$ cat config.mk
export PLATFORM = sky130hd
export DESIGN_NAME = mem_arbiter
export DESIGN_NICKNAME = d
export VERILOG_FILES = /design/src/rtl/mem_arbiter_pkg.sv /design/src/rtl/mem_arbiter_rr_select.sv /design/src/rtl/mem_arbiter.sv
export SDC_FILE = /design/constraint.sdc
export NUM_CORES = 1
export LEC_CHECK = 0
export ABC_AREA = 1
export CAP_MARGIN = 40
export CELL_PAD_IN_SITES_DETAIL_PLACEMENT = 1
export CELL_PAD_IN_SITES_GLOBAL_PLACEMENT = 1
export CORE_MARGIN = 2
export CORE_UTILIZATION = 26
export CTS_CLUSTER_DIAMETER = 200
export CTS_CLUSTER_SIZE = 40
export DETAILED_ROUTE_END_ITERATION = 12
export GPL_TIMING_DRIVEN = 0
export PLACE_DENSITY_LB_ADDON = 0.1
export SLEW_MARGIN = 0
export SYNTH_ARGS = -nofsm -noshare
export SYNTH_HDL_FRONTEND = slang
export SYNTH_SLANG_ARGS = --single-unit
export TNS_END_PERCENT = 20
$ cat constraint.sdc
create_clock -name clock -period 2 [get_ports clock]
set_input_delay 0.3 -clock clock [delete_from_list [all_inputs] [get_ports clock]]
set_output_delay 0.3 -clock clock [all_outputs]
set_load 0.01 [all_outputs]
$ cat src/rtl/mem_arbiter_pkg.sv
// Shared definitions for the three-requester memory arbiter.
// Requester indices, request count, FSM state encoding and index helpers.
package mem_arbiter_pkg;

  localparam int unsigned NUM_REQ    = 3;
  localparam int unsigned IDX_W      = 2;

  localparam int unsigned REQ_LOADER = 0;
  localparam int unsigned REQ_CPU    = 1;
  localparam int unsigned REQ_DEBUG  = 2;

  typedef logic [IDX_W-1:0]   req_idx_t;
  typedef logic [NUM_REQ-1:0] req_vec_t;

  typedef enum logic [1:0] {
    ST_ARB    = 2'd0,
    ST_ACCESS = 2'd1,
    ST_RESP   = 2'd2
  } arb_state_t;

  // Requester index advanced by off positions, wrapping modulo NUM_REQ.
  function automatic req_idx_t wrap_idx(input req_idx_t base, input int unsigned off);
    int unsigned sum;
    sum = 32'(base) + off;
    if (sum >= NUM_REQ) sum = sum - NUM_REQ;
    if (sum >= NUM_REQ) sum = sum - NUM_REQ;
    return req_idx_t'(sum);
  endfunction

endpackage

$ cat src/rtl/mem_arbiter_rr_select.sv
// Combinational winner selection for the memory arbiter.
// Round-robin search starting at rr_ptr. When MEM_ARB_LOADER_PRIO_EN is
// defined the loader wins outright whenever it requests, and the remaining
// requesters rotate among themselves.
module mem_arbiter_rr_select
  import mem_arbiter_pkg::*;
(
  input  logic [NUM_REQ-1:0] req,
  input  logic [IDX_W-1:0]   rr_ptr,
  output logic [NUM_REQ-1:0] winner,
  output logic [IDX_W-1:0]   winner_idx,
  output logic               found
);

  logic [NUM_REQ-1:0] pool;
  req_idx_t           cand;

  // First requesting index at or after rr_ptr wins.
  always_comb begin
    winner     = '0;
    winner_idx = '0;
    found      = 1'b0;
    pool       = req;
    cand       = '0;
`ifdef MEM_ARB_LOADER_PRIO_EN
    if (req[REQ_LOADER]) begin
      winner[REQ_LOADER] = 1'b1;
      winner_idx         = req_idx_t'(REQ_LOADER);
      found              = 1'b1;
    end
    // Loader removed from the rotation: a pointer aimed at it simply falls
    // through to the next requester.
    pool[REQ_LOADER] = 1'b0;
`endif
    for (int unsigned off = 0; off < NUM_REQ; off++) begin
      cand = wrap_idx(rr_ptr, off);
      if (!found && pool[cand]) begin
        winner[cand] = 1'b1;
        winner_idx   = cand;
        found        = 1'b1;
      end
    end
  end

endmodule

$ cat src/rtl/mem_arbiter.sv
// Three-requester arbiter in front of a single-port synchronous RAM.
// One access outstanding: ARB picks and latches a request, ACCESS drives the
// RAM and pulses gnt, RESP (reads only) returns data with an rvalid pulse.
// Optional build macro: MEM_ARB_LOADER_PRIO_EN (loader has absolute priority).
module mem_arbiter
  import mem_arbiter_pkg::*;
#(
  parameter int unsigned WORD_SIZE     = 8,
  parameter int unsigned MEM_ADDR_SIZE = 8
) (
  input  logic                             clock,
  input  logic                             reset,
  input  logic [NUM_REQ-1:0]               req,
  input  logic [NUM_REQ-1:0]               req_we,
  input  logic [NUM_REQ*MEM_ADDR_SIZE-1:0] req_addr,
  input  logic [NUM_REQ*WORD_SIZE-1:0]     req_wdata,
  output logic [NUM_REQ-1:0]               gnt,
  output logic [NUM_REQ-1:0]               rvalid,
  output logic [WORD_SIZE-1:0]             rdata,
  output logic [MEM_ADDR_SIZE-1:0]         mem_addr,
  output logic [WORD_SIZE-1:0]             mem_write_data,
  output logic                             mem_write,
  input  logic [WORD_SIZE-1:0]             mem_read_data,
  output logic                             busy
);

  arb_state_t               state;
  arb_state_t               state_next;
  req_idx_t                 rr_ptr;

  logic [NUM_REQ-1:0]       lat_gnt;
  logic                     lat_we;
  logic [MEM_ADDR_SIZE-1:0] lat_addr;
  logic [WORD_SIZE-1:0]     lat_wdata;
  logic [WORD_SIZE-1:0]     rdata_q;

  logic [NUM_REQ-1:0]       sel_winner;
  req_idx_t                 sel_idx;
  logic                     sel_found;
  logic                     take;

  mem_arbiter_rr_select u_rr_select (
    .req        (req),
    .rr_ptr     (rr_ptr),
    .winner     (sel_winner),
    .winner_idx (sel_idx),
    .found      (sel_found)
  );

  assign take = (state == ST_ARB) && sel_found;

  // State register; reset drops straight back to ARB, aborting any access.
  always_ff @(posedge clock or negedge reset) begin
    if (!reset) state <= ST_ARB;
    else        state <= state_next;
  end

  // Capture the winner's request in ARB and advance the rotation past it.
  always_ff @(posedge clock or negedge reset) begin
    if (!reset) begin
      rr_ptr    <= '0;
      lat_gnt   <= '0;
      lat_we    <= 1'b0;
      lat_addr  <= '0;
      lat_wdata <= '0;
    end else if (take) begin
      rr_ptr    <= wrap_idx(sel_idx, 1);
      lat_gnt   <= sel_winner;
      lat_we    <= req_we[sel_idx];
      lat_addr  <= req_addr[32'(sel_idx)*MEM_ADDR_SIZE +: MEM_ADDR_SIZE];
      lat_wdata <= req_wdata[32'(sel_idx)*WORD_SIZE +: WORD_SIZE];
    end
  end

  // Keep the last returned read word so rdata holds between responses.
  always_ff @(posedge clock or negedge reset) begin
    if (!reset)                rdata_q <= '0;
    else if (state == ST_RESP) rdata_q <= mem_read_data;
  end

  // Next-state and per-state strobes; every output is decoded from state so
  // reset clears them without waiting for a clock edge.
  always_comb begin
    state_next = state;
    gnt        = '0;
    rvalid     = '0;
    mem_write  = 1'b0;
    rdata      = rdata_q;
    case (state)
      ST_ARB: begin
        if (sel_found) state_next = ST_ACCESS;
      end
      ST_ACCESS: begin
        gnt        = lat_gnt;
        mem_write  = lat_we;
        state_next = lat_we ? ST_ARB : ST_RESP;
      end
      ST_RESP: begin
        rvalid     = lat_gnt;
        rdata      = mem_read_data;
        state_next = ST_ARB;
      end
      default: begin
        state_next = ST_ARB;
      end
    endcase
  end

  assign mem_addr       = lat_addr;
  assign mem_write_data = lat_wdata;
  assign busy           = (state != ST_ARB);

endmodule

==> impl_metrics.py <==
metrics = {
    "drt": {
        "vias": 2261,
        "drc": 0,
        "postRouteAntennaNets": 0,
        "dr.first_iter.drc_count": 63,
        "first_pass_iters": 4,
        "wirelength_um": 7200,
        "vias_per_cell": 4.59,
        "wl_per_cell_um": 14.6,
    },
    "yosys": {
        "synth_nets": 339,
        "yosys.cell_types.count": 27,
        "yosysWarnings": 0,
        "ys_seq_area_share_pct": 39.3,
        "ys_ff_latch": 32,
        "synth_area_um2": 2040,
        "synthCells": 271,
        "avgSynthCellArea_um2": 7.51,
    },
    "sta": {
        "setup_slack_ns": 0.00961,
        "timing.final.setup_violations": 0,
        "min_period_over_period_pct": 99.5,
        "tightestPinTransition_ns": 0.757,
        "rsz0062_at_grt": "yes",
        "maxSlewHeadroom_pct": 49.5,
        "fin_skew_ns": 0.00781,
        "fmax_mhz": 502,
        "hold_ws_ns": 0.0784,
        "final-hold-violation-count": 0,
        "period_minus_slack_ns": 1.99,
        "drv_slew": 0,
    },
    "cells_and_area": {
        "nets": 458,
        "drive_above_1_share_pct": 23.8,
        "area_growth_pct": 76.6,
        "fill_cells": 917,
        "layout_common_cells": "81 x clkdlybuf4s50_1, 46 x inv_1, 32 x nand3_1",
        "layout.cells.most_common": "clkdlybuf4s50_1",
        "final_cells": 493,
        "n_antenna_cell": 0,
        "final_core_util_pct": 47.0,
    },
    "clock_network": {
        "cts_tree": "built",
        "ctsRootBufferMaster": "clkbuf_8",
        "htree_num_levels": 2,
        "hold_buffers": 0,
        "numCtsBuffers": 5,
        "cts_sinks": 32,
        "clock_latency_ns": 0.29,
        "cts.reportedPaths.clkPinSlew_ns": 0.07,
        "clock_path_buffers": 2,
    },
    "critical_path": {
        "rrSetupSlack_ns": 0.01,
        "crit_slowest_cell": "dfrtp_2",
        "crit_fanout": 6,
        "path_delay_family": "simple AND/OR/NAND/NOR gates",
        "path_buf_inv": 4,
        "slowest_delay_ns": 0.42,
        "worst_setup_path_start_kind": "register",
        "crit_type": "reg2reg",
        "end_kind": "register",
        "crit_arrival_ns": 2.17,
        "required_ns": 2.18,
        "path_cells": "inv_2 > ha_4 > inv_6 > nand2_2 > nand3_2 > nand2_4 > buf_12 > nand4_4 > nand2_4 > buf_6 > nand2_1 > nand3_2 > a21oi_2",
    },
    "worst_hold_path": {
        "hold_path.class": "in2async",
    },
    "floorplanning": {
        "row_count": 32,
        "ios": 96,
        "dieArea_um2": 8550,
        "core_area_um2": 7650,
        "initial_core_util_pct": 26.6,
        "die_h_um": 92.5,
        "die_w_um": 92.5,
    },
    "global_routing": {
        "grt_usage_pct": 16.3,
        "grt_max_degree": 33,
        "overflow": 0,
        "first_global_vias": 2187,
        "antenna_found_initial": 0,
        "grt_pass1_wl_um": 11000,
    },
    "outcome": {
        "status": "finished, final reports clean",
    },
    "power": {
        "p_per_area_nw_per_um2": 1950,
        "power.leakage_nw": 1.77,
        "p_total_w": 0.00702,
        "vdd_ir_drop_max_mv": 0.816,
    },
    "placement": {
        "numPortBuffers": 95,
        "dp_cells": 468,
        "place.gp.congestion": 0.807,
        "dp_hpwl_um": 4980,
        "dp_slack_ns": -0.378,
    },
    "flow_run": {
        "maxCapViolations": 0,
    },
}
==> layout make-up <==
cell class / instances / area, µm² / area share [%]
Buffer: 10 / 128 / 3.55
Multi-Input combinational cell: 175 / 1090 / 30.4
Sequential cell: 32 / 802 / 22.3
Inverter: 54 / 215 / 5.99
Clock buffer: 8 / 90.1 / 2.51
Tap cell: 102 / 128 / 3.55
Timing Repair Buffer: 112 / 1140 / 31.7
==> what timing repair did <==
item,4_1_cts,5_1_grt
pin swaps,2,10
buffers inserted,2,14
cloned,0,1
gates resized for setup,23,48
setup endpoints to repair,33,29
==> logic make-up (layout without fill, tap and decap cells) <==
group / Yosys count / count (layout) / share of synthesized area (%)
AO/OA/AOI/OAI: 45 / 45 / 11.7
adder cells (fa/ha/maj): 4 / 4 / 2.46
multiplexers: 8 / 8 / 4.43
flip-flops: 32 / 32 / 39.3
AND/OR/NAND/NOR: 118 / 118 / 28.7
buffers and inverters: 64 / 184 / 13.3
==> synthesized netlist by cell type (all sizes together) <==
cell	count	area (µm²)
a21oi	34	170
a22oi	1	7.51
a31oi	2	12.5
buf	9	65.1
clkbuf	1	3.75
dfrtp	32	801
ha	4	50.1
inv	54	203
mux2	8	90.1
nand2	39	184
nand3	43	225
nand4	6	58.8
nor2	28	105
nor3	1	5.00
o211ai	1	7.51
o21ai	5	28.8
o22ai	2	12.5
or2	1	6.26
==> sequential cells by signal, summed over array words and instances (netlist names) <==
signal / count
mem_addr: 8
lat_gnt: 3
lat_we: 1
rr_ptr: 2
rdata_q: 8
state: 2
mem_write_data: 8
==> where the power goes <==
group | internal [W] | leakage (nW) | switching, W | total, W
Clock | 0.000281 | 0.0455 | 0.000255 | 0.000536
Combinational | 0.00254 | 1.36 | 0.00278 | 0.00532
Sequential | 0.00100 | 0.368 | 0.000162 | 0.00117
==> worst register-to-register path, delay by kind of cell (launching register included) <==
kind | cells | cell delay, ns
simple gates | 7 | 0.69
flops | 1 | 0.42
buf+inv | 4 | 0.39
compound gates | 1 | 0.05
fa+ha+maj | 1 | 0.33
==> routing by layer <==
| layer | wire (µm) | share of wire, % | up-vias | track usage [%] |
|---|---|---|---|---|
| met5 | 0 | 0 | - | 0 |
| met4 | 97 | 1.3 | 0 | 4.48 |
| met3 | 414 | 5.7 | 8 | 4.39 |
| met2 | 3590 | 50 | 67 | 27.3 |
| met1 | 3100 | 43 | 1076 | 20.7 |
| li1 | - | - | 1110 | - |
==> metrics by stage <==
step	TNS [ns]	cell area, µm²
after CTS	-1.07	3260
after global placement	-11.26	3110
after floorplan	0	2040
after global routing	-1.34	3590
after detailed placement	-6.46	3110
final	0	3590
==> worst paths after layout <==
check	startpoint	end	cells past startpoint
worst max register to register	rr_ptr[0]	mem_write_data[6]	13
min in group clock	lat_we	state[1]	1
worst max-delay path	rr_ptr[0]	mem_write_data[6]	13
worst min-delay path	reset	lat_gnt[2]	1
worst min register to register	lat_we	state[1]	1
max in group asynchronous	reset	rr_ptr[0]	1
No activity file was read; power rests on OpenSTA's default activity.
